$ cat config.mk
export PLATFORM = sky130hd
export DESIGN_NAME = bmp_stream_writer
export DESIGN_NICKNAME = d
export VERILOG_FILES = /design/src/rtl/bmp_pkg.sv /design/src/rtl/bmp_header_rom.sv /design/src/rtl/bmp_stream_writer.sv
export SDC_FILE = /design/constraint.sdc
export NUM_CORES = 1
export LEC_CHECK = 0
export BUFFER_PORTS_ARGS = -buffer_cell sky130_fd_sc_hd__buf_2
export CORE_MARGIN = 5
export CORE_UTILIZATION = 45
export CTS_CLUSTER_DIAMETER = 60
export DETAILED_ROUTE_END_ITERATION = 16
export HOLD_SLACK_MARGIN = 0.05
export PLACE_DENSITY = 0.69
export SYNTH_ARGS = -nofsm -noshare
export SYNTH_HDL_FRONTEND = slang
export SYNTH_SLANG_ARGS = --single-unit
export TNS_END_PERCENT = 10
$ cat constraint.sdc
create_clock -name clock -period 3.21 [get_ports clock]
set_input_delay 0.642 -clock clock [delete_from_list [all_inputs] [get_ports clock]]
set_output_delay 0.642 -clock clock [all_outputs]
set_load 0.005 [all_outputs]
$ cat src/rtl/bmp_pkg.sv
// Shared constants, FSM state type and BMP header byte lookup for bmp_stream_writer.
// Header bytes are generated from WIDTH/HEIGHT so any image size gets a valid file.
package bmp_pkg;

  localparam int BMP_HEADER_SIZE = 54;
  localparam int BYTES_PER_PIXEL = 3;
  localparam int DIB_SIZE        = 40;
  localparam int BPP             = 24;
  localparam int PPM             = 2835;

  typedef enum logic [2:0] {
    IDLE,
    HEADER,
    PIXEL,
    PAD,
    DONE
  } state_t;

  function automatic int pad_bytes(input int w);
    return (4 - (BYTES_PER_PIXEL * w) % 4) % 4;
  endfunction

  // Bytes 2..53 are thirteen little-endian 32-bit words; planes/bpp share one.
  function automatic logic [7:0] header_byte(
    input logic [5:0] n,
    input int         w,
    input int         h
  );
    int          rowb;
    logic [31:0] isz;
    logic [31:0] fsz;
    logic [31:0] word;
    logic [5:0]  off;
    logic [7:0]  b;
    rowb = BYTES_PER_PIXEL * w + pad_bytes(w);
    isz  = 32'(rowb * h);
    fsz  = isz + 32'(BMP_HEADER_SIZE);
    off  = n - 6'd2;
    case (off[5:2])
      4'd0:    word = fsz;
      4'd2:    word = 32'(BMP_HEADER_SIZE);
      4'd3:    word = 32'(DIB_SIZE);
      4'd4:    word = 32'(w);
      4'd5:    word = 32'(h);
      4'd6:    word = {16'(BPP), 16'd1};
      4'd8:    word = isz;
      4'd9:    word = 32'(PPM);
      4'd10:   word = 32'(PPM);
      default: word = 32'd0;
    endcase
    if (n == 6'd0)
      b = 8'h42;
    else if (n == 6'd1)
      b = 8'h4D;
    else
      b = 8'(word >> {off[1:0], 3'b000});
    return b;
  endfunction

endpackage

$ cat src/rtl/bmp_header_rom.sv
// Index-to-byte lookup for the 54-byte BMP file header.
// Pure combinational; contents fixed by the image geometry parameters.
module bmp_header_rom
  import bmp_pkg::*;
#(
  parameter int WIDTH  = 720,
  parameter int HEIGHT = 540
) (
  input  logic [5:0] index,
  output logic [7:0] data
);

  always_comb begin
    data = header_byte(index, WIDTH, HEIGHT);
  end

endmodule

$ cat src/rtl/bmp_stream_writer.sv
// Grayscale pixel FIFO to 24-bit BMP byte stream (header, replicated B/G/R, row pad).
// Define BMP_HEADER_EN to emit the 54-byte header; otherwise raw pixels plus pad.
module bmp_stream_writer
  import bmp_pkg::*;
#(
  parameter int WIDTH  = 720,
  parameter int HEIGHT = 540
) (
  input  logic       clock,
  input  logic       reset,
  input  logic       start,
  input  logic       in_empty,
  output logic       in_rd_en,
  input  logic [7:0] in_dout,
  input  logic       out_full,
  output logic       out_wr_en,
  output logic [7:0] out_din,
  output logic       busy,
  output logic       done
);

  localparam int PADB = pad_bytes(WIDTH);
  localparam int CW   = (WIDTH > 1) ? $clog2(WIDTH) : 1;
  localparam int RW   = (HEIGHT > 1) ? $clog2(HEIGHT) : 1;

  localparam logic [CW-1:0] COL_LAST = CW'(WIDTH - 1);
  localparam logic [RW-1:0] ROW_LAST = RW'(HEIGHT - 1);
  localparam logic [1:0]    PAD_LAST = 2'(PADB - 1);
  localparam logic [5:0]    HDR_LAST = 6'(BMP_HEADER_SIZE - 1);

`ifdef BMP_HEADER_EN
  localparam state_t FIRST = HEADER;
`else
  localparam state_t FIRST = PIXEL;
`endif

  state_t        state;
  state_t        state_nx;
  logic [5:0]    byte_idx;
  logic [1:0]    sub;
  logic [1:0]    pad_cnt;
  logic [CW-1:0] col;
  logic [RW-1:0] row;
  logic [7:0]    hdr_byte;

  logic avail;
  logic wr;
  logic go;
  logic hdr_last;
  logic pix_last;
  logic col_last;
  logic row_last;
  logic pad_last;
  logic row_end;

  bmp_header_rom #(
    .WIDTH  (WIDTH),
    .HEIGHT (HEIGHT)
  ) u_rom (
    .index (byte_idx),
    .data  (hdr_byte)
  );

  assign go       = start && (state == IDLE || state == DONE);
  assign hdr_last = (byte_idx == HDR_LAST);
  assign pix_last = (sub == 2'd2);
  assign col_last = (col == COL_LAST);
  assign row_last = (row == ROW_LAST);
  assign pad_last = (pad_cnt == PAD_LAST);

  // A row ends on its last pixel byte when unpadded, else on its last pad byte.
  assign row_end = wr && (
    (state == PIXEL && pix_last && col_last && PADB == 0) ||
    (state == PAD && pad_last));

  always_ff @(posedge clock or negedge reset) begin
    if (!reset) begin
      state    <= IDLE;
      byte_idx <= '0;
      sub      <= '0;
      pad_cnt  <= '0;
      col      <= '0;
      row      <= '0;
    end else begin
      state <= state_nx;
      if (go) begin
        byte_idx <= '0;
        sub      <= '0;
        pad_cnt  <= '0;
        col      <= '0;
        row      <= '0;
      end else if (wr) begin
        if (state == HEADER)
          byte_idx <= hdr_last ? 6'd0 : byte_idx + 6'd1;
        if (state == PIXEL) begin
          sub <= pix_last ? 2'd0 : sub + 2'd1;
          if (pix_last)
            col <= col_last ? '0 : col + CW'(1);
        end
        if (state == PAD)
          pad_cnt <= pad_last ? 2'd0 : pad_cnt + 2'd1;
        if (row_end)
          row <= row_last ? '0 : row + RW'(1);
      end
    end
  end

  always_comb begin
    state_nx = state;
    case (state)
      IDLE, DONE: begin
        if (go)
          state_nx = FIRST;
      end
      HEADER: begin
        if (wr && hdr_last)
          state_nx = PIXEL;
      end
      PIXEL: begin
        if (wr && pix_last && col_last) begin
          if (PADB > 0)
            state_nx = PAD;
          else if (row_last)
            state_nx = DONE;
        end
      end
      PAD: begin
        if (wr && pad_last)
          state_nx = row_last ? DONE : PIXEL;
      end
      default: state_nx = IDLE;
    endcase
  end

  always_comb begin
    avail   = 1'b0;
    out_din = 8'h00;
    unique case (1'b1)
      state == HEADER: begin
        avail   = 1'b1;
        out_din = hdr_byte;
      end
      state == PIXEL: begin
        avail   = !in_empty;
        out_din = in_dout;
      end
      state == PAD: avail = 1'b1;
      default: ;
    endcase
    wr        = avail && !out_full;
    out_wr_en = wr;
    in_rd_en  = wr && state == PIXEL && pix_last;
    busy      = state == HEADER || state == PIXEL || state == PAD;
    done      = state == DONE;
  end

endmodule

# Word level (Yosys, flattened, before mapping)
# Memories as Yosys holds them, arrays and structs flattened.
# Cells that the tools add are included.
# word_totals
register_bits	33
n_memories	1
latchBits	0
output_inout_bits	12
in_bits	13
word_cells	95
ram_bits	0
romBits	272
# op_classes
n_reduce_logical	34
n_mul	0
div_mod_pow	0
n_eq_ne	15
mux	32
addsub	6
shift	1
order_cmp	0
bitwise	0
# mem_list
memory	depth	word_bits	rd	rd_clocked_by_memory_dff	write_ports	line	source
(name not given)	16	17	1	0	0	bmp_pkg.sv:39	case (off[5:2])
# ops
operator	n
$mux 10	9
$shr 32x5->8	1
$mux 6	4
$add 10x1->10 const B	2
$eq 10x10->1 const B	2
$mux 3	6
$mux 2	8
$mux 8	2
$pmux 8 s2	1
$logic_and 1x1->1	12
$pmux 3 s4	1
$reduce_bool 2->1	6
$reduce_and 2->1	4
$add 6x1->6 const B	1
$eq 3x2->1 const B	2
$eq 6x1->1 const B	1
$eq 6x6->1 const B	1
$logic_not 6->1	1
$ne 2x1->1 const B	3
$sub 6x2->6 const B	1
$reduce_and 5->1	1
$add 2x1->2 const B	2
$eq 2x2->1 const B	2
$logic_or 1x1->1	4
8 further kinds	11

# Longest topological paths before layout
# depth
word_depth	8
mapped_depth	7
ltp_nobuf	7

# Worst setup path before layout
# No wires, ideal clock.
# synth_timing
path_type	input to register
start	in in_empty
end	reg row[9]
path_slack_ns	0.681
required_ns	3.086
arrival_time_ns	2.406
stages	6
setup_time_ns	0.124
path_buffers	1
path_cell_list	or4b_4 or4_4 buf_6 a2111oi_4 xnor2_1 nor2_2
# synth_between
elab_chain_cells	6
elab_cells_between_ends	7
cone_classes	mux (1); reduce/logical (6)
# synth_lines
item	line	source
from (decl)	bmp_stream_writer.sv:12	input logic in_empty,
$logic_not 1->1 *	bmp_stream_writer.sv:144	avail = !in_empty;
$pmux 1 s2 *	bmp_stream_writer.sv:138	unique case (1'b1)
$logic_and 1x1->1 *	bmp_stream_writer.sv:150	wr = avail && !out_full;
$logic_and 1x1->1	bmp_stream_writer.sv:72	assign row_end = wr && (
$reduce_bool 2->1 (no line)	--	
$reduce_and 2->1 (no line) *	--	
to (signal assigned)	bmp_stream_writer.sv:103	row <= row_last ? '0 : row + RW'(1);
to (decl)	bmp_stream_writer.sv:43	logic [RW-1:0] row;
# Mark *: on every way between the ends. The rest lies on a longest branch, timed or not.
# A chain may end at the register's enable or synchronous reset.

# Worst setup path in the final report
# layout_timing
start	reg state[2]
end	out in_rd_en
# layout_between
elab_chain_cells	6
elab_cells_between_ends	8
cone_classes	eq/ne (3); mux (1); reduce/logical (4)
# layout_lines
item	line	source
from (decl)	bmp_stream_writer.sv:37	state_t state;
from (signal assigned)	bmp_stream_writer.sv:85	state <= state_nx;
$eq 3x2->1 / $eq 3x1->1 (equally long branches)	bmp_stream_writer.sv:147, bmp_stream_writer.sv:139	
$reduce_or 2->1 (no line)	--	
$pmux 1 s2	bmp_stream_writer.sv:138	
$logic_and 1x1->1	bmp_stream_writer.sv:150	
$logic_and 1x1->1 * (2 in series)	bmp_stream_writer.sv:152	in_rd_en = wr && state == PIXEL && pix_last;
to (decl)	bmp_stream_writer.sv:13	output logic in_rd_en,
# Marked as above.

==> summary.txt <==
Placement
  • Gpl congestion: 0.8765
  • Post-DP HPWL: 2166 µm
  • Count of buffers from port buffering: 24

Synth
  • Cell area after synthesis: 1365 µm²
  • Cell count after synthesis: 144
  • Mapped Avg Cell Area: 9.480 µm²
  • Syn nets: 159
  • FF+latch count, synth: 24
  • Sequential share of the synthesized area: 44.00%
  • Post-synth EDFFs: 0
  • Synth unique cells: 36
  • Ys async rst share: 100.0%
  • Ys Warns: 0
  • Top FF cell, synth: dfrtp_1

STA
  • RSZ-0062 raised after global routing: no
  • Max Slew Vio Count: 0
  • Setup TNS: 0 ns
  • Clock skew: 0.001499 ns
  • Slew @ Worst Pin: 0.5539 ns
  • Fin crit share: 74.39%
  • Minimum clock period: 2.388 ns
  • Final hold violations: 0
  • Worst slew margin: 62.68%
  • FMAX: 418.8 MHz
  • Setup Viol. Count Final: 0

Clock tree
  • Worst-path clk slew: 0.13 ns
  • Cts bufs inserted: 3
  • CTS root buf: clkbuf_4
  • Max Buffers Root-to-Sink: 2
  • Worst skew pair latency: 0.30 ns
  • H-tree levels: 1
  • Resize count post-CTS: 0
  • CTS sink count: 24
  • CTS tree: built
  • Post-CTS Repair Setup Buffers: 0
  • Post-CTS Hold Fix Bufs: 0

Route
  • Vias: 1,115
  • Final wirelength: 2847 µm
  • Routed Antenna Nets: 0
  • Initial DRC Count: 69
  • 1st-pass router iterations: 4
  • Wire per inst: 14.16 µm
  • Vias/cell: 5.547
  • DRC errors left: 0

Run
  • Max cap viols: 0

Global routing
  • Largest net degree at the start of global routing: 25
  • Initial antenna violation count: 0
  • GRT Util Overall: 14.83%
  • Remaining Overflow, GRT: 0
  • Global-route wire length before repair: 5030 µm
  • Number of global-route vias before repair: 1,138

Power and ir drop
  • P per Cell Area: 405.9 nW/µm²
  • Max IR drop VDD: 0.0001477 V
  • Leak: 0.0006895 µW
  • Overall Power: 621.1 µW

Run status
  • Status: completed

Floorplanning
  • Initial Util: 45.84%
  • Die H: 65.08 µm
  • Top Ports: 25
  • Total core area: 2978 µm²
  • Die width: 65.08 µm
  • Row cnt: 20
  • Die ar.: 4235 µm²

Worst setup path
  • Critical path capture point type: primary output
  • Crit Path Max Fanout: 6
  • Worst path required time: 2.57 ns
  • Arrival @ worst endpoint: 1.75 ns
  • Crit Path Category: flop to primary output
  • CP Launch Type: flop

Finish
  • Final Net Count: 185
  • Area delta synth->final: 12.10%
  • # diodes: 0
  • Commonest cells after routing, fill and taps aside: 24 x dfrtp_1, 24 x buf_2, 16 x nand2_1, 16 x nor2_1, 10 x a21oi_1
  • Layout cells sized above 1: 20.24%

Min path
  • Worst hold path type: primary input to async pin
-- critical path: stages (launching register included) --
cell and delay, ns:
dfrtp_1 0.42, or4b_4 0.58, inv_1 0.12, nand2_1 0.11
inv_1 0.09, buf_2 0.12
-- stage by stage --
step           hold slack (ns)  util, %  instances  setup slack (ns)  cell area (µm²)
2_1_floorplan           0.3464        -        144            0.6806             1365
3_3_place_gp            0.4785    50.63        198            0.5721             1508
3_5_place_dp            0.4766    50.63        198            0.5383             1508
4_1_cts                 0.3181    51.39        201            0.8160             1530
5_1_grt                 0.3354    51.39        201            0.7333             1530
6_report                0.2978    51.39        201            0.8221             1530
-- logic make-up after synthesis --
group / Yosys count / share of synthesized area [%]
compound gates: 21 / 12.01
xor+xnor: 11 / 7.058
fa+ha+maj: 2 / 1.833
buf+inv: 6 / 2.200
flops: 24 / 44.00
mux: 2 / 1.650
simple gates: 78 / 31.26
-- power by group --
group / switching, µW / total (µW) / internal, µW
sequential: 36.3 / 368 / 331
clock: 85.4 / 129 / 43.7
combinational: 65.1 / 124 / 59.3
total: 187 / 621 / 434
-- registers in the layout, summed over array words and instances, names as in the netlist --
name / flops
sub: 2
state: 2
row: 10
col: 10
-- cells in the mapped netlist, types with 3 or more instances --
cell,instances,area [µm²]
dfrtp_1,24,600.6
nand2_1,16,60.06
nor2_1,16,60.06
a21oi_1,10,50.05
and2_1,9,56.30
xnor2_1,8,70.07
nand4_1,6,37.54
nand3_1,5,25.02
nor3_1,5,25.02
o21ai_0,4,20.02
inv_1,3,11.26
nand2b_1,3,18.77
or3_1,3,18.77
xor2_1,3,26.28
-- per-layer routing --
layer | track usage (%) | share of wire, % | vias up | routed length, µm
li1 | - | - | 557 | -
met1 | 19.59 | 48 | 518 | 1365
met2 | 24.39 | 44 | 38 | 1255
met3 | 2.946 | 6.8 | 2 | 195
met4 | 4.663 | 1.1 | 0 | 30
met5 | 0 | 0 | - | 0
-- area by class of cell --
type	instances	area (µm²)
flip-flops and latches	24	600.6
fillers	290	1448
clock buffers	3	22.52
repair buffers	24	120.1
inverters	3	11.26
multi-input cells	114	734.5
well taps	33	41.29
-- final timing paths --
| kind | start | endpoint | slack (ns) | depth (start not counted) |
|---|---|---|---|---|
| min in group clock | col[9] | col[9] | 0.50 | 1 |
| worst min register to register | col[9] | col[9] | 0.50 | 1 |
| worst max-delay path | state[2] | in_rd_en | 0.82 | 5 |
| worst max register to register | state[2] | row[8] | 0.86 | 5 |
| max in group asynchronous | reset | col[0] | 2.56 | 1 |
| worst min-delay path | reset | col[7] | 0.30 | 1 |
(Power assumes the default switching activity.)
